### src/rtl/sumador_pkg.sv
// Shared types and helpers for the round-robin adder scheduler.
package sumador_pkg;

  localparam int unsigned WIDTH_DEF = 8;
  localparam int unsigned CNT_W     = 16;

  typedef enum logic [1:0] {
    IDLE = 2'd0,
    EXEC = 2'd1,
    RESP = 2'd2
  } sched_state_t;

  // Requester-ID width; at least one bit so ports never collapse to zero width.
  function automatic int unsigned id_w(input int unsigned n);
    return (n > 1) ? $clog2(n) : 1;
  endfunction

endpackage

### src/rtl/sumador_rr_arbiter.sv
// Combinational round-robin arbiter: first valid requester at or after the
// pointer, searching cyclically.
module sumador_rr_arbiter
  import sumador_pkg::*;
#(
  parameter int unsigned NREQ = 2
) (
  input  logic [NREQ-1:0]           i_req,
  input  logic [id_w(NREQ)-1:0]     i_rr_ptr,
  output logic [NREQ-1:0]           o_grant_oh_c,
  output logic [id_w(NREQ)-1:0]     o_grant_idx_c,
  output logic                      o_any_valid_c
);

  localparam int unsigned IDW = id_w(NREQ);

  logic [IDW-1:0] w_idx;

  always_comb begin
    o_grant_oh_c  = '0;
    o_grant_idx_c = '0;
    o_any_valid_c = 1'b0;
    w_idx         = '0;
    for (int unsigned i = 0; i < NREQ; i++) begin
      w_idx = IDW'((32'(i_rr_ptr) + i) % NREQ);
      if (!o_any_valid_c && i_req[w_idx]) begin
        o_any_valid_c        = 1'b1;
        o_grant_idx_c        = w_idx;
        o_grant_oh_c[w_idx]  = 1'b1;
      end
    end
  end

endmodule

### src/rtl/sumador_rr_sched.sv
// Round-robin scheduler sharing one external combinational adder among NREQ
// requesters. Optional completion counter enabled by SUMADOR_SCHED_STATS_EN.
module sumador_rr_sched
  import sumador_pkg::*;
#(
  parameter int unsigned NREQ  = 2,
  parameter int unsigned WIDTH = WIDTH_DEF
) (
  input  logic                    clk,
  input  logic                    rst,
  input  logic [NREQ-1:0]         req_valid,
  output logic [NREQ-1:0]         req_ready,
  input  logic [NREQ*WIDTH-1:0]   req_a,
  input  logic [NREQ*WIDTH-1:0]   req_b,
  output logic [WIDTH-1:0]        add_a,
  output logic [WIDTH-1:0]        add_b,
  input  logic [WIDTH-1:0]        add_sum,
  input  logic                    add_cout,
  output logic                    rsp_valid,
  input  logic                    rsp_ready,
  output logic [id_w(NREQ)-1:0]   rsp_id,
  output logic [WIDTH-1:0]        rsp_sum,
  output logic                    rsp_cout,
  output logic [CNT_W-1:0]        ops_count
);

  localparam int unsigned IDW = id_w(NREQ);

  sched_state_t   r_state, w_state_nxt;
  logic [IDW-1:0] r_rr_ptr, r_id, r_rsp_id, w_grant_idx;
  logic [NREQ-1:0] w_grant_oh;
  logic           w_any_valid, w_accept, w_done;
  logic [WIDTH-1:0] r_add_a, r_add_b, r_rsp_sum;
  logic           r_rsp_valid, r_rsp_cout;
  logic [WIDTH-1:0] w_a_sl [NREQ];
  logic [WIDTH-1:0] w_b_sl [NREQ];

  for (genvar g = 0; g < NREQ; g++) begin : g_slice
    assign w_a_sl[g] = req_a[g*WIDTH +: WIDTH];
    assign w_b_sl[g] = req_b[g*WIDTH +: WIDTH];
  end

  sumador_rr_arbiter #(.NREQ(NREQ)) u_arb (
    .i_req         (req_valid),
    .i_rr_ptr      (r_rr_ptr),
    .o_grant_oh_c  (w_grant_oh),
    .o_grant_idx_c (w_grant_idx),
    .o_any_valid_c (w_any_valid)
  );

  always_ff @(posedge clk) begin
    if (rst) r_state <= IDLE;
    else     r_state <= w_state_nxt;
  end

  // Next state and the same-cycle request handshake.
  always_comb begin
    w_state_nxt = r_state;
    req_ready   = '0;
    w_accept    = 1'b0;
    w_done      = 1'b0;
    case (r_state)
      IDLE: begin
        if (w_any_valid && !rst) begin
          req_ready   = w_grant_oh;
          w_accept    = 1'b1;
          w_state_nxt = EXEC;
        end
      end
      EXEC: w_state_nxt = RESP;
      RESP: begin
        if (rsp_ready) begin
          w_done      = 1'b1;
          w_state_nxt = IDLE;
        end
      end
      default: w_state_nxt = IDLE;
    endcase
  end

  // Adder operands live only for the EXEC cycle; result captured at its end.
  always_ff @(posedge clk) begin
    if (rst) begin
      r_add_a     <= '0;
      r_add_b     <= '0;
      r_id        <= '0;
      r_rr_ptr    <= '0;
      r_rsp_valid <= 1'b0;
      r_rsp_sum   <= '0;
      r_rsp_cout  <= 1'b0;
      r_rsp_id    <= '0;
    end else begin
      if (w_accept) begin
        r_add_a <= w_a_sl[w_grant_idx];
        r_add_b <= w_b_sl[w_grant_idx];
        r_id    <= w_grant_idx;
      end else if (r_state == EXEC) begin
        r_add_a     <= '0;
        r_add_b     <= '0;
        r_rsp_sum   <= add_sum;
        r_rsp_cout  <= add_cout;
        r_rsp_id    <= r_id;
        r_rsp_valid <= 1'b1;
      end
      if (w_done) begin
        r_rsp_valid <= 1'b0;
        r_rr_ptr    <= IDW'((32'(r_id) + 32'd1) % NREQ);
      end
    end
  end

  assign add_a     = r_add_a;
  assign add_b     = r_add_b;
  assign rsp_valid = r_rsp_valid;
  assign rsp_sum   = r_rsp_sum;
  assign rsp_cout  = r_rsp_cout;
  assign rsp_id    = r_rsp_id;

`ifdef SUMADOR_SCHED_STATS_EN
  logic [CNT_W-1:0] r_ops_count;

  always_ff @(posedge clk) begin
    if (rst)         r_ops_count <= '0;
    else if (w_done) r_ops_count <= r_ops_count + CNT_W'(1);
  end

  assign ops_count = r_ops_count;
`else
  assign ops_count = '0;
`endif

endmodule

### config.mk
export PLATFORM = sky130hd
export DESIGN_NAME = sumador_rr_sched
export DESIGN_NICKNAME = d
export VERILOG_FILES = /design/src/rtl/sumador_pkg.sv /design/src/rtl/sumador_rr_arbiter.sv /design/src/rtl/sumador_rr_sched.sv
export SDC_FILE = /design/constraint.sdc
export NUM_CORES = 1
export LEC_CHECK = 0
export BUFFER_PORTS_ARGS = -buffer_cell sky130_fd_sc_hd__buf_2
export CAP_MARGIN = 30
export CORE_ASPECT_RATIO = 0.9
export CORE_UTILIZATION = 35
export CTS_BUF_LIST = sky130_fd_sc_hd__clkbuf_8
export DETAILED_ROUTE_END_ITERATION = 12
export PLACE_DENSITY_LB_ADDON = 0.2
export SETUP_SLACK_MARGIN = 0.2
export SLEW_MARGIN = 15
export SYNTH_ARGS = -nofsm -noshare
export SYNTH_HDL_FRONTEND = slang
export SYNTH_SLANG_ARGS = --single-unit
### constraint.sdc
create_clock -name clk -period 3.05 [get_ports clk]
set_input_delay 0.1525 -clock clk [delete_from_list [all_inputs] [get_ports clk]]
set_output_delay 0.1525 -clock clk [all_outputs]
set_load 0.03 [all_outputs]
==> impl_metrics.env <==
export IMPL_reg2regPathDepth=4
export IMPL_tightest_slew_ps=696.1
export IMPL_h_tree_depth=2
export IMPL_netlist_area_sq_um=1634
export IMPL_status="complete, no violations"
export IMPL_multi_input_area_sq_um=835.8
export IMPL_crit_buf_inv=2
export IMPL_cp_required_ps=2900
export IMPL_finish_net_count=293
export IMPL_ant_nets=0
export IMPL_reg2reg_from="r_state[1]$_SDFFE_PP0P_"
export IMPL_cts_resized=0
export IMPL_grt_pass1_vias=1257
export IMPL_place_congestion=0.7155
export IMPL_ys_seq_area_share_pct=37.98
export IMPL_start_util_pct=36.63
export IMPL_period_minus_slack_ps=1751
export IMPL_r2r_slack_ps=1420
export IMPL_cp_start_kind="flip-flop"
export IMPL_path_max_fanout=20
export IMPL_io_pins=91
export IMPL_clkSlewWorstSetupHoldPaths_ps=60
export IMPL_power_uw=1063
export IMPL_drt_first_iter_violations=53
export IMPL_r2r_end="add_a[3]$_SDFFE_PP0P_"
export IMPL_root_buffer="clkbuf_8"
export IMPL_total_leakage_power_uw=0.0008782
export IMPL_clock_latency_ps=270
export IMPL_cts_setup_buffers=0
export IMPL_dp_slack_ps=1374
export IMPL_clock_skew_ps=4.913
export IMPL_port_buffers=74
export IMPL_critPathArrivalTime_ps=1600
export IMPL_dieArea_sq_um=4946
export IMPL_grt_use_total_pct=15.26
export IMPL_seq_area_sq_um=620.6
export IMPL_worstSetupEndpointType="output port"
export IMPL_die_h_microns=66.82
export IMPL_finalMaxSlewViolations=0
export IMPL_async_flop_share_pct=0
export IMPL_finalHoldViolCount=0
export IMPL_synth_seq_cells=31
export IMPL_vias=1465
export IMPL_vias_per_cell=4.741
export IMPL_core_area_sq_um=4461
export IMPL_period_share_pct=57.42
export IMPL_worstSetupPathType="flip-flop to output port"
export IMPL_diodes=0
export IMPL_fp_row_count=23
export IMPL_routedWlPerCell_microns=12.15
export IMPL_die_width_microns=74.03
export IMPL_fillers=465
export IMPL_met2_length_microns=1703
export IMPL_fin_hold_ws_ps=116.0
export IMPL_avgSynthCellArea_sq_um=8.929
export IMPL_cp_cell_sequence="nor3_2 -> buf_4 -> nor3b_1 -> buf_2"
export IMPL_fin_ws_ps=1299
export IMPL_synth_cells=183
export IMPL_layout_common_cells="buf_2 (74), dfxtp_1 (31), nand2_1 (22)"
export IMPL_cts_buffer_depth=2
export IMPL_synth_cell_type_count=27
export IMPL_worst_path_largest_cell_delay_ps=370
export IMPL_area_delta_synth_final_pct=23.97
export IMPL_drive_above_1_share_pct=39.68
export IMPL_wl_met3_microns=246
export IMPL_route_detailed_drc=0
export IMPL_fmax_mhz=571.0
export IMPL_setup_viol=0
export IMPL_cp_depth=4
export IMPL_grt_first_pass_wirelength_microns=5616
export IMPL_met1Wirelength_microns=1780
export IMPL_synth_ff_type="dfxtp_1"
export IMPL_routed_wl_microns=3754
export IMPL_p_per_area_nw_per_um2=524.8
export IMPL_dr_max_layer_used="met4"
export IMPL_grt_start_max_net_pins=34
export IMPL_cts_sinks=31
export IMPL_drv_cap=0
export IMPL_slew_headroom_pct=53.50
export IMPL_final_area_sq_um=2026
export IMPL_antenna_found_initial=0
export IMPL_cp_endpoint="req_ready[1]"
export IMPL_rsz0062_at_grt="no"
export IMPL_tritoncts="built"
export IMPL_final_common_cell="buf_2"
export IMPL_overflow=0
export IMPL_peakVddDrop_mv=0.2062
export IMPL_critPathSlowestCell="dfxtp_1"
export IMPL_cp_startpoint="r_state[1]$_SDFFE_PP0P_"
export IMPL_dpl_cell_area_sq_um=1927
export IMPL_cp_top_family="buffers and inverters"
export IMPL_cts_made_buffers=5
export IMPL_hpwl_microns=2591
export IMPL_drtPass1Iterations=4
export IMPL_ys_warn_count=0
export IMPL_synth_edf_count=0
export IMPL_min_path_type="primary input to flip-flop"
export IMPL_timing_setup_tns_ps=0
export IMPL_postCtsHoldBufs=0
==> registers in the layout (all words and copies together) (netlist names) <==
register,flops
add_a,8
add_b,8
r_id,1
r_rr_ptr,1
r_state,2
rsp_cout,1
rsp_id,1
rsp_sum,8
rsp_valid,1
==> cells in the mapped netlist, types with 2 or more instances <==
library cell | n | area [sq um]
nand2_1 | 22 | 82.58
o21ai_0 | 16 | 80.08
a22oi_1 | 16 | 120.1
a21oi_1 | 13 | 65.06
inv_1 | 2 | 7.510
buf_4 | 16 | 120.1
buf_6 | 3 | 33.78
dfxtp_1 | 31 | 620.6
nor2b_1 | 3 | 18.77
a311oi_2 | 9 | 135.1
buf_1 | 2 | 7.510
nand3b_1 | 17 | 127.6
clkbuf_1 | 10 | 37.54
a311oi_1 | 7 | 61.31
nor3_1 | 2 | 10.01
buf_2 | 3 | 15.01
==> cell type report <==
| cell class | instances | share of cell area (%) |
|---|---|---|
| multi-input combinational | 130 | 41.26 |
| tap | 62 | 3.830 |
| timing repair buffer | 77 | 19.58 |
| sequential | 31 | 30.64 |
| clock inverter | 1 | 0.2471 |
| inverter | 2 | 0.3706 |
| clock buffer | 6 | 4.077 |
==> worst reg2reg max path, delay by kind of cell (launching register included) <==
kind	cells	cell delay (ps)
AOI/OAI and AO/OA	2	370
buffers and inverters	1	300
DFF	1	440
and+or+nand+nor	1	440
==> where the power goes <==
group | switching (uW) | internal (uW) | total [uW] | leakage [uW]
clock | 140 | 177 | 316 | 0.0000470
sequential | 19.8 | 438 | 458 | 0.000254
combinational | 190 | 99.1 | 289 | 0.000577
==> stage by stage <==
step           util [%]  cells
2_1_floorplan         -    198
3_3_place_gp      43.20    301
3_5_place_dp      43.20    301
4_1_cts           45.16    308
5_1_grt           45.41    309
6_report          45.41    309
==> worst min-delay path by stage <==
stage	start	endpoint	cells past startpoint
floorplan	add_cout	rsp_cout$_SDFFE_PP0P_	2
global placement	add_cout	rsp_cout$_SDFFE_PP0P_	3
detailed placement	add_cout	rsp_cout$_SDFFE_PP0P_	3
CTS	add_cout	rsp_cout$_SDFFE_PP0P_	3
global route	add_sum[6]	rsp_sum[6]$_SDFFE_PP0P_	3
finish	add_sum[4]	rsp_sum[4]$_SDFFE_PP0P_	3
==> layer usage <==
metal / global-route usage [%] / vias up
met1: 18.40 / 650
met3: 4.236 / 2
li1: - / 756
met4: 7.452 / 0
met2: 24.77 / 57
met5: 0 / -
==> cells by family (layout without fill, tap and decap cells) <==
group / count (synthesis) / in the layout / synth area share [%]
other: 1 / 16 / 0.2295
AOI/OAI and AO/OA: 62 / 62 / 28.87
buffers and inverters: 37 / 86 / 14.78
DFF: 31 / 31 / 37.98
muxes: 1 / 1 / 0.6126
and+or+nand+nor: 51 / 51 / 17.54
Power figures use the tool's default switching activity.
